$ cat config.mk
export PLATFORM = sky130hd
export DESIGN_NAME = traffic_intersection_ctrl
export DESIGN_NICKNAME = d
export VERILOG_FILES = /design/src/rtl/traffic_intersection_ctrl.sv
export SDC_FILE = /design/constraint.sdc
export NUM_CORES = 1
export LEC_CHECK = 0
export CORE_MARGIN = 2
export CORE_UTILIZATION = 35
export CTS_CLUSTER_DIAMETER = 80
export DETAILED_ROUTE_END_ITERATION = 6
export MAX_ROUTING_LAYER = met4
export PLACE_DENSITY = 0.78
export SYNTH_ARGS = -nofsm -noshare
export SYNTH_HDL_FRONTEND = slang
export SYNTH_SLANG_ARGS = --single-unit
$ cat constraint.sdc
create_clock -name in_clk -period 2 [get_ports in_clk]
set_input_delay 0.4 -clock in_clk [delete_from_list [all_inputs] [get_ports in_clk]]
set_output_delay 0.4 -clock in_clk [all_outputs]
set_load 0.1 [all_outputs]
$ cat src/rtl/traffic_intersection_ctrl.sv
// Two-approach (NS/EW) intersection sequencer with demand-driven green rest and all-red clearance.
// Optional pedestrian walk phase is compiled in when PED_WALK_EN is defined.
module traffic_intersection_ctrl #(
    parameter int GREEN_T  = 10,
    parameter int YELLOW_T = 5,
    parameter int ALLRED_T = 2,
    parameter int WALK_T   = 8,
    parameter int CW       = 4
) (
    input  logic          in_clk,
    input  logic          in_rst_n,
    input  logic          in_tick,
    input  logic          in_srt,
    input  logic          in_stop,
    input  logic          in_ns_req,
    input  logic          in_ew_req,
    input  logic          in_ped_btn,
    output logic          o_ns_green,
    output logic          o_ns_yellow,
    output logic          o_ns_red,
    output logic          o_ew_green,
    output logic          o_ew_yellow,
    output logic          o_ew_red,
    output logic          o_walk,
    output logic [2:0]    o_state,
    output logic [CW-1:0] o_count
);

    typedef enum logic [2:0] {
        S_IDLE = 3'd0,
        S_NSG  = 3'd1,
        S_NSY  = 3'd2,
        S_AR1  = 3'd3,
        S_EWG  = 3'd4,
        S_EWY  = 3'd5,
        S_AR2  = 3'd6,
        S_WALK = 3'd7
    } state_t;

    localparam logic [CW-1:0] G_LAST = CW'(GREEN_T - 1);
    localparam logic [CW-1:0] Y_LAST = CW'(YELLOW_T - 1);
    localparam logic [CW-1:0] A_LAST = CW'(ALLRED_T - 1);
    localparam logic [CW-1:0] W_LAST = CW'(WALK_T - 1);

    state_t        state, state_nx;
    logic [CW-1:0] count, count_nx;
    logic [CW-1:0] dur_last;
    logic          expired;
    logic          stop_pend;
    logic          ped_pend;
    logic          ret_ns, ret_ns_nx;

    always_ff @(posedge in_clk) begin
        if (!in_rst_n) begin
            state  <= S_IDLE;
            count  <= '0;
            ret_ns <= 1'b0;
        end else begin
            state  <= state_nx;
            count  <= count_nx;
            ret_ns <= ret_ns_nx;
        end
    end

    // Stop is sticky until the sequence actually lands in IDLE.
    always_ff @(posedge in_clk) begin
        if (!in_rst_n)
            stop_pend <= 1'b0;
        else if (state_nx == S_IDLE && state != S_IDLE)
            stop_pend <= 1'b0;
        else if (in_stop && state != S_IDLE)
            stop_pend <= 1'b1;
    end

`ifdef PED_WALK_EN
    // A press on the WALK entry cycle must survive, so set takes precedence.
    always_ff @(posedge in_clk) begin
        if (!in_rst_n)
            ped_pend <= 1'b0;
        else if (in_ped_btn && state != S_IDLE)
            ped_pend <= 1'b1;
        else if (state_nx == S_WALK && state != S_WALK)
            ped_pend <= 1'b0;
    end
    assign o_walk = (state == S_WALK);
`else
    logic unused_ped_btn;
    assign unused_ped_btn = in_ped_btn;
    assign ped_pend       = 1'b0;
    assign o_walk         = 1'b0;
`endif

    always_comb begin
        dur_last = '0;
        case (state)
            S_NSG, S_EWG: dur_last = G_LAST;
            S_NSY, S_EWY: dur_last = Y_LAST;
            S_AR1, S_AR2: dur_last = A_LAST;
            S_WALK:       dur_last = W_LAST;
            default:      dur_last = '0;
        endcase
    end

    assign expired = in_tick && (count == dur_last);

    always_comb begin
        state_nx  = state;
        ret_ns_nx = ret_ns;
        case (state)
            S_IDLE: if (in_srt) state_nx = S_NSG;
            S_NSG:  if (expired && (in_ew_req || ped_pend)) state_nx = S_NSY;
            S_NSY:  if (expired) state_nx = S_AR1;
            S_AR1: begin
                if (expired) begin
                    if (stop_pend) begin
                        state_nx = S_IDLE;
                    end else if (ped_pend) begin
                        state_nx  = S_WALK;
                        ret_ns_nx = 1'b0;
                    end else begin
                        state_nx = S_EWG;
                    end
                end
            end
            S_EWG:  if (expired && (in_ns_req || ped_pend)) state_nx = S_EWY;
            S_EWY:  if (expired) state_nx = S_AR2;
            S_AR2: begin
                if (expired) begin
                    if (stop_pend) begin
                        state_nx = S_IDLE;
                    end else if (ped_pend) begin
                        state_nx  = S_WALK;
                        ret_ns_nx = 1'b1;
                    end else begin
                        state_nx = S_NSG;
                    end
                end
            end
            S_WALK: if (expired) state_nx = ret_ns ? S_NSG : S_EWG;
            default: state_nx = S_IDLE;
        endcase
    end

    // Holding at dur_last without a state change is the green-rest saturation.
    always_comb begin
        count_nx = count;
        if (state_nx != state)
            count_nx = '0;
        else if (state != S_IDLE && in_tick && count != dur_last)
            count_nx = count + CW'(1);
    end

    always_comb begin
        o_ns_green  = 1'b0;
        o_ns_yellow = 1'b0;
        o_ns_red    = 1'b1;
        o_ew_green  = 1'b0;
        o_ew_yellow = 1'b0;
        o_ew_red    = 1'b1;
        case (state)
            S_NSG: begin o_ns_green  = 1'b1; o_ns_red = 1'b0; end
            S_NSY: begin o_ns_yellow = 1'b1; o_ns_red = 1'b0; end
            S_EWG: begin o_ew_green  = 1'b1; o_ew_red = 1'b0; end
            S_EWY: begin o_ew_yellow = 1'b1; o_ew_red = 1'b0; end
            default: ;
        endcase
    end

    assign o_state = state;
    assign o_count = count;

endmodule

==> results of run 1 <==
## placed cells by master, fill, tap and decap left out, types with 4 or more instances in the layout
cell	synthesis	layout
buf_12	0	9
nor2_1	10	6
dfxtp_2	0	4
a21oi_1	6	5
nand2_1	7	6
clkdlybuf4s50_1	0	6
buf_4	4	11
o21ai_0	4	4
## power by group through the flow
stage                     Combinational, mW  Sequential (mW)  Clock (mW)
after floorplan                       0.192            0.226           0
after global placement                0.333            0.191           0
after detailed placement              0.336            0.192           0
after CTS                             0.338            0.188       0.144
after global routing                  0.381            0.192       0.156
final                                 0.366            0.190       0.142
## final cells by class
cell class | instances | share of cell area
clock buffer | 4 | 0.0230
inverter | 3 | 0.00987
multi-input combinational | 67 | 0.502
sequential | 8 | 0.155
tap | 25 | 0.0274
timing repair buffer | 26 | 0.283
## cell families after synthesis
family | Yosys count | synth area share
xor gates and xnor gates | 3 | 0.0515
DFF | 8 | 0.244
buffers and inverters | 8 | 0.0744
AOI/OAI and AO/OA | 27 | 0.315
other | 1 | 0.00572
adders and majority gates | 2 | 0.0343
muxes | 1 | 0.0153
and+or+nand+nor | 33 | 0.260
## timing repair
| item | CTS | global route |
|---|---|---|
| resized for setup | 0 | 8 |
| hold buffers | 0 | 0 |
| setup endpoints to repair | 0 | 4 |
| hold endpoints to repair | 0 | 0 |
## state kept, by name, summed over array words and instances, names as in the netlist
name and count:
o_count 4, o_state 3, stop_pend 1
## stage by stage
| step | setup TNS, ps | util |
|---|---|---|
| finish | 0 | 0.654 |
| global route | -1.35 | 0.654 |
| CTS | 0 | 0.622 |
| detailed placement | 0 | 0.606 |
| global placement | 0 | 0.606 |
| floorplan | -992 | - |
## worst max path at each step
stage / start / endpoint / slack [ps]
after floorplan: o_state[1] / o_ns_red / -290
after global placement: o_state[0] / o_count[0] / 130
after detailed placement: o_state[1] / o_state[0] / 70
after CTS: o_state[1] / o_state[0] / 30
after global routing: o_state[1] / o_state[0] / -1
final: o_state[1] / o_state[0] / 40
## metal layers
layer  vias to the layer above  wire [um]  global-route usage
li1                        360          -                   -
met1                       352        882               0.281
met2                        36        989               0.314
met3                         2         82              0.0423
met4                         0         10              0.0556
met5                         -          0                   -
## critical path: stages (launching register included)
cell and delay, ps:
dfxtp_4 380, inv_2 40, maj3_1 370, o31ai_4 270
a21oi_4 100, or4_4 560, a31oi_4 160
==> summary.md, run 1 <==
| Metric | Value |
|---|---|
| Fin nets | `118` |
| PnR Total Power | `approximately 0.70 mW` |
| Die X | `47.3 um` |
| Gr usage total | `0.208` |
| Main area contributors after synthesis | `dfxtp_1 24%, nor2_1 5.7%, a21oi_1 4.6%` |
| Grt ovf | `0` |
| Layout area overhead | `74.0%` |
| Hold crit path type | `reg2reg` |
| Yosys top cell by area | `dfxtp_1` |
| IO Count | `22` |
| Internal reg-to-reg setup slack | `just under 40 ps` |
| ANT cells | `0` |
| CTS max path bufs | `2` |
| Ys Warns | `0` |
| Internal power | `0.382 mW` |
| Tmin final | `1960 ps` |
| CTS tree | `done` |
| Reg area | `176 um^2` |
| Count leader, synth | `nor2_1` |
| Crit path max fanout | `7` |
| WHS | `~560 ps` |
| Max rail drop VDD | `0.414 mV` |
| Comb pwr share | `0.525` |
| Share of layout cells above drive strength 1 | `0.491` |
| FF-to-FF Start | `o_state[1]` |
| Initial Utilization | `0.376` |
| Status | `finished, final reports clean` |
| Lkg Pwr | `0.402 nW` |
| GPL Wtd Cong | `~0.8` |
| DP Area | `1060 um^2` |
| Post-route worst setup slack | `38.6 ps` |
| Die Ht | `47.3 um` |
| Clk_lat worst skew | `~260 ps` |
| Layout Cells excl Fill | `approximately 130` |
| Final ANT Viol Nets | `0` |
| Drt drc | `0` |
| Power Density | `612 nW/um^2` |
| Core area | `1750 um^2` |
| Yosys reg bits | `8` |
| Clk root buf | `clkbuf_4` |
| Max-slew violations | `0` |
| P_sw | `0.317 mW` |
| Mapped Nets | `92` |
| Htree depth | `1` |
| Number of max-cap violations | `0` |
| Final setup viols | `0` |
| HPWL after DPL | `1390 um` |
| Cell count of the worst reg-to-reg path | `6` |
| DR WL/cell | `14.8 um` |
| CP Launch Type | `flip-flop` |
| Number of synthesized flops with an enable pin | `0` |
| DR vias/cell | `around 5.6` |
| Fin Clk Skew | `3.23 ps` |
| WP data required | `2190 ps` |
| Post-synth top cells | `10 x nor2_1, 8 x dfxtp_1, 7 x nand2_1` |
| Inst Count DP | `129` |
| Rows | `15` |
| Synth cell types | `40` |
| Post-CTS Setup Bufs | `0` |
| Clock slew at reported path FFs | `60 ps` |
| First-pass GRT wire length | `3180 um` |
| Worst Path Arrival | `2150 ps` |
| Vias | `750` |
| Total CTS buffers | `3` |
| CTS sink cnt | `8` |
| Largest net degree at the start of global routing | `11` |
| Final Hold Viols | `0` |
| Worst setup EP type | `flip-flop` |
| Hold path endpoint | `stop_pend` |
| Setup slack at placement | `approximately 70 ps` |
| Crit path kind | `reg2reg` |
| Ys flop type | `dfxtp_1` |
| Iter 0 DRT Violations | `39` |
| I/O Buffers | `19` |
| Min-delay src | `stop_pend` |
| Clk pwr share | `0.204` |
| Mapped Area | `656 um^2` |
| Max Fclk | `510 MHz` |
| Total wire length | `1970 um` |
| Fillers | `137` |
| DRT Pass-1 Iters | `4` |
| Synth top area share | `0.244` |
| Vias in the first global route | `~670` |
| Sequential Power Share | `0.272` |
| Cells after Synth | `83` |
| Fin area | `1140 um^2` |
| Die Area | `between 2000 and 2500 um^2` |
| Final Cycle Share | `0.981` |
| Register area share after synthesis | `0.244` |
| Multi-input gate area | `573 um^2` |
| Asr flop ratio synth | `0` |
| RR Endpoint | `o_state[0]` |
| Syn avg cell area | `7.90 um^2` |
| Initial antenna violation count | `0` |
| Hold depth | `1` |
| Sw frac | `0.453` |
(Power assumes the default switching activity.)
==> run 2, diff against run 1 <==
Settings changed: CTS_BUF_LIST set to sky130_fd_sc_hd__clkbuf_16.
==> summary.md, run 2 (same netlist as run 1, synthesis figures left out) <==
| Metric | Value |
|---|---|
| CTS tree | `done` |
| Hold crit path type | `reg2reg` |
| Internal reg-to-reg setup slack | `70 ps (+40 ps)` |
| Largest net degree at the start of global routing | `11 (unchanged)` |
| Lkg Pwr | `0.429 nW (+6.8%)` |
| Clock slew at reported path FFs | `40 ps (-20 ps)` |
| Final Cycle Share | `0.963 (-0.0179)` |
| DR vias/cell | `5.64 (unchanged)` |
| Met2 Resource Use GR | `0.322 (+0.00811)` |
| Vias | `750 (unchanged)` |
| Die Ht | `47.3 um (unchanged)` |
| Fillers | `129 (-5.8%)` |
| DRT Pass-1 Iters | `4 (unchanged)` |
| TNS Setup | `0 ps (unchanged)` |
| Iter 0 DRT Violations | `33 (-15%)` |
| Multi-input gate area | `559 um^2 (-2.4%)` |
| Gr usage total | `0.221 (+0.0130)` |
| Max stage delay on crit path | `450 ps (-110 ps)` |
| FF-to-FF Start | `o_state[1]` |
| DP Area | `1060 um^2 (unchanged)` |
| Worst path cell trace | `and3b_4 > a21oi_1 > o211ai_1 > nand3_2 > or4_4 > a31oi_1` |
| Commonest non-fill, non-tap cell in the layout | `buf_4` |
| Initial Utilization | `0.376 (unchanged)` |
| Max-slew violations | `0 (unchanged)` |
| Htree depth | `1 (unchanged)` |
| CP max-delay cell | `or4_4` |
| Met1 usage | `0.291 (+0.00980)` |
| Fin nets | `118 (unchanged)` |
| Crit path max fanout | `7 (unchanged)` |
| Fin Clk Skew | `0.649 ps (-2.58 ps)` |
| Crit path kind | `reg2reg` |
| Final Hold Viols | `0 (unchanged)` |
| IO Count | `22 (unchanged)` |
| GPL Wtd Cong | `0.813 (unchanged)` |
| Worst Path Arrival | `2080 ps (-70 ps)` |
| CTS Hold Bufs | `0 (unchanged)` |
| Status | `finished, final reports clean` |
| Total CTS buffers | `3 (unchanged)` |
| Layer with the highest usage | `met2` |
| Tmin final | `1930 ps (-35.8 ps)` |
| First-pass GRT wire length | `3280 um (+3.1%)` |
| Clk_lat worst skew | `230 ps (-30 ps)` |
| Final ANT Viol Nets | `0 (unchanged)` |
| Layout area overhead | `80.0%` |
| Fin area | `1180 um^2 (+3.4%)` |
| CP Depth | `6 (unchanged)` |
| Reg area | `176 um^2 (unchanged)` |
| Clk root buf | `clkbuf_16` |
| Final setup viols | `0 (unchanged)` |
| Max rail drop VDD | `0.531 mV (+28%)` |
| RSZ-0062 raised after global routing | `false` |
| Worst setup EP type | `flip-flop` |
| CP Launch Type | `flip-flop` |
| Total wire length | `2000 um (+1.9%)` |
| CP delay by family, top | `simple AND/OR/NAND/NOR gates` |
| CTS sink cnt | `8 (unchanged)` |
| Die Area | `2240 um^2 (unchanged)` |
| I/O Buffers | `19 (unchanged)` |
| Met3 Track Usage GR | `0.0385 (-0.00385)` |
| Die X | `47.3 um (unchanged)` |
| Vias in the first global route | `690 (+2.7%)` |
| Initial antenna violation count | `0 (unchanged)` |
| Largest register FFs | `4 (unchanged)` |
| CP endpoint | `o_state[0]` |
| WP data required | `2160 ps (-30 ps)` |
| Layout Cells excl Fill | `133 (unchanged)` |
| Drt drc | `0 (unchanged)` |
| Grt ovf | `0 (unchanged)` |
| Max Fclk | `519 MHz (+1.9%)` |
| RR Endpoint | `o_state[0]` |
| Cell count of the worst reg-to-reg path | `6 (unchanged)` |
| WP buf/inv | `0 (-1)` |
| Share of layout cells above drive strength 1 | `0.491 (unchanged)` |
| Inst Count DP | `129 (unchanged)` |
| Fin util | `0.676 (+0.0222)` |
| Power Density | `762 nW/um^2 (+24%)` |
| HPWL after DPL | `1390 um (unchanged)` |
| ANT cells | `0 (unchanged)` |
| Rows | `15 (unchanged)` |
| Number of max-cap violations | `0 (unchanged)` |
| Core area | `1750 um^2 (unchanged)` |
| Critical path startpoint | `o_state[1]` |
| Commonest cells after routing, fill and taps aside | `11 x buf_4, 9 x buf_12, 6 x nand2_1, 6 x nor2_1, 6 x clkdlybuf4s50_1` |
| DR WL/cell | `15.1 um (+1.9%)` |
| CTS max path bufs | `2 (unchanged)` |
-- run 2: worst register-to-register path, cell delays in order, from the launching register on --
cell and delay, ps:
dfxtp_4 360, and3b_4 330, a21oi_1 60, o211ai_1 270
nand3_2 210, or4_4 460, a31oi_1 160
-- run 2: how the worst min path moves through the flow --
stage | to | slack, ps | cells after the start | start
after floorplan | stop_pend | 470 | 1 | stop_pend
after global placement | stop_pend | 500 | 1 | stop_pend
after detailed placement | stop_pend | 530 | 1 | stop_pend
after CTS | stop_pend | 530 | 1 | stop_pend
after global routing | stop_pend | 570 | 1 | stop_pend
final | stop_pend | 550 | 1 | stop_pend
-- run 2: cell type report --
class | instances | area share
inverters | 3 | 0.00954
clock buffers | 3 | 0.0636
flip-flops and latches | 8 | 0.150
repair buffers | 26 | 0.274
multi-input cells | 67 | 0.474
clock inverters | 1 | 0.00318
well taps | 25 | 0.0265
-- run 2: per-stage QoR --
| stage | setup slack [ps] | hold slack, ps | total power [mW] |
|---|---|---|---|
| 2_1_floorplan | -292 | 472 | 0.418 |
| 3_3_place_gp | 130 | 505 | 0.524 |
| 3_5_place_dp | 71.3 | 530 | 0.528 |
| 4_1_cts | 27.9 | 531 | 0.879 |
| 5_1_grt | 14.5 | 569 | 0.931 |
| 6_report | 74.4 | 554 | 0.899 |
-- run 2: report_power, final --
part	total, mW	switching (mW)	internal, mW
clock	0.348	0.0871	0.261
sequential	0.191	0.0225	0.169
combinational	0.359	0.224	0.135
-- run 2: timing repair --
action	in CTS	in global routing
endpoints found under the setup margin	0	5
buffers inserted	0	0
gates resized for setup	0	8
-- run 2: routing by layer --
| layer | part of all wire | vias to the layer above | routed length [um] |
|---|---|---|---|
| met5 | 0 | - | 0 |
| met4 | 0.018 | 0 | 36 |
| met3 | 0.037 | 4 | 75 |
| met2 | 0.50 | 27 | 1000 |
| met1 | 0.44 | 358 | 886 |
| li1 | - | 361 | - |
==> run 3, diff against run 2 <==
==> constraint.sdc (replaced) <==
create_clock -name in_clk -period 2 [get_ports in_clk]
set_input_delay 0.2 -clock in_clk [delete_from_list [all_inputs] [get_ports in_clk]]
set_output_delay 0.2 -clock in_clk [all_outputs]
set_load 0.1 [all_outputs]
==> summary.md, run 3 (same netlist as run 1, synthesis figures left out) <==
| Metric | Value |
|---|---|
| Status | `finished, final reports clean` |
| Rows | `15 (unchanged)` |
| Max-slew violations | `0 (unchanged)` |
| Initial Utilization | `0.376 (unchanged)` |
| Final Cycle Share | `0.970 (+0.00719)` |
| Final setup viols | `0 (unchanged)` |
| HPWL after DPL | `1350 um (-3.0%)` |
| Drt drc | `0 (unchanged)` |
| Die Ht | `47.3 um (unchanged)` |
| DRT Pass-1 Iters | `4 (unchanged)` |
| Final ANT Viol Nets | `0 (unchanged)` |
| Largest net degree at the start of global routing | `15 (+4)` |
| Met1 usage | `0.217 (-0.0740)` |
| Iter 0 DRT Violations | `16 (-52%)` |
| Met2 Resource Use GR | `0.311 (-0.0108)` |
| Fin nets | `123 (+4.2%)` |
| WP data required | `2140 ps (-20 ps)` |
| Total wire length | `1930 um (-3.6%)` |
| CP Launch Type | `flip-flop` |
| Inst Count DP | `125 (-3.1%)` |
| DR WL/cell | `14.0 um (-7.1%)` |
| Met3 Track Usage GR | `0.0692 (+0.0308)` |
| Lkg Pwr | `0.436 nW (+1.7%)` |
| Total CTS buffers | `3 (unchanged)` |
| Clk_lat worst skew | `230 ps (about the same)` |
| Fillers | `140 (+8.5%)` |
| Crit path kind | `reg2reg` |
| TNS Setup | `0 ps (unchanged)` |
| Fin Clk Skew | `2.25 ps (+1.60 ps)` |
| Max Fclk | `515 MHz (-0.74%)` |
| Initial antenna violation count | `0 (unchanged)` |
| Core area | `1750 um^2 (unchanged)` |
| Fin area | `1140 um^2 (-3.3%)` |
| Hold crit path type | `reg2reg` |
| Commonest cells after routing, fill and taps aside | `19 x buf_4, 6 x nand2_1, 6 x nor2_1, 6 x clkdlybuf4s50_1, 6 x buf_12` |
| Crit path max fanout | `6 (-1)` |
| PnR Total Power | `0.874 mW (-2.7%)` |
| DR vias/cell | `5.41 (-4.1%)` |
| Post-route worst setup slack | `60.0 ps (-14.4 ps)` |
| ANT cells | `0 (unchanged)` |
| Number of max-cap violations | `0 (unchanged)` |
| Die Area | `2240 um^2 (unchanged)` |
| DP Area | `973 um^2 (-8.0%)` |
| Fin util | `0.654 (-0.0222)` |
| CTS max path bufs | `2 (unchanged)` |
| Worst setup EP type | `flip-flop` |
| Clock slew at reported path FFs | `40 ps (about the same)` |
| GPL Wtd Cong | `0.820 (+0.86%)` |
| IO Count | `22 (unchanged)` |
| Layout Cells excl Fill | `138 (+3.8%)` |
| Vias | `746 (-0.53%)` |
| CP delay by family, top | `compound AO/OA/AOI/OAI gates` |
| Max rail drop VDD | `0.562 mV (+5.8%)` |
| Final Hold Viols | `0 (unchanged)` |
| Largest register FFs | `4 (unchanged)` |
| Layout area overhead | `74.0%` |
| Gr usage total | `0.187 (-0.0340)` |
| Clk root buf | `clkbuf_16` |
| Worst Path Arrival | `2080 ps (about the same)` |
| CP max-delay cell | `or4_1` |
| CTS tree | `done` |
| Tmin final | `1940 ps (+14.4 ps)` |
| Layer with the highest usage | `met2` |
| Worst path cell trace | `inv_1 > maj3_2 > o31ai_4 > a21oi_2 > or4_1 > a31oi_1` |
| Vias in the first global route | `647 (-6.2%)` |
| Htree depth | `1 (unchanged)` |
| Power Density | `766 nW/um^2 (+0.57%)` |
| First-pass GRT wire length | `2840 um (-13%)` |
| Max stage delay on crit path | `530 ps (+80 ps)` |
| CTS Hold Bufs | `0 (unchanged)` |
| Die X | `47.3 um (unchanged)` |
| Internal reg-to-reg setup slack | `60 ps (about the same)` |
| Setup slack at placement | `-29.5 ps (-101 ps)` |
| Share of layout cells above drive strength 1 | `0.496 (+0.00483)` |
| Grt ovf | `0 (unchanged)` |
| WP buf/inv | `1 (+1)` |
| I/O Buffers | `19 (unchanged)` |
| Commonest non-fill, non-tap cell in the layout | `buf_4` |
| CTS sink cnt | `8 (unchanged)` |
| WHS | `552 ps (-2.33 ps)` |
==> run 3: cell types whose count changed in the layout (fill, tap and decap cells not counted), sizes merged <==
cell,change
buf,+5
==> run 3: repair_timing <==
item	in CTS	in global routing
cloned	0	0
pin swaps	0	3
endpoints found under the setup margin	1	5
resized for setup	2	3
buffers inserted	0	9
==> run 3: worst paths after layout <==
path	start	to	cells after the start
max	o_state[1]	o_state[0]	6
min	stop_pend	stop_pend	1
max reg2reg	o_state[1]	o_state[0]	6
min reg2reg	stop_pend	stop_pend	1
==> run 3: power breakdown <==
part / internal, mW / switching, mW
logic: 0.127 / 0.214
clock network: 0.261 / 0.0810
registers: 0.169 / 0.0229
==> run 3: area by class of cell <==
| cell class | count | area (um^2) | share of cell area |
|---|---|---|---|
| well taps | 25 | 31.3 | 0.0274 |
| repair buffers | 31 | 323 | 0.283 |
| clock buffers | 3 | 75.1 | 0.0658 |
| inverters | 3 | 11.3 | 0.00987 |
| multi-input cells | 67 | 520 | 0.456 |
| flip-flops and latches | 8 | 176 | 0.155 |
| clock inverters | 1 | 3.75 | 0.00329 |
==> run 3: routing by layer <==
| metal | vias up | part of all wire |
|---|---|---|
| met4 | 0 | 0.0052 |
| met5 | - | 0 |
| met2 | 20 | 0.54 |
| li1 | 368 | - |
| met3 | 2 | 0.053 |
| met1 | 356 | 0.40 |
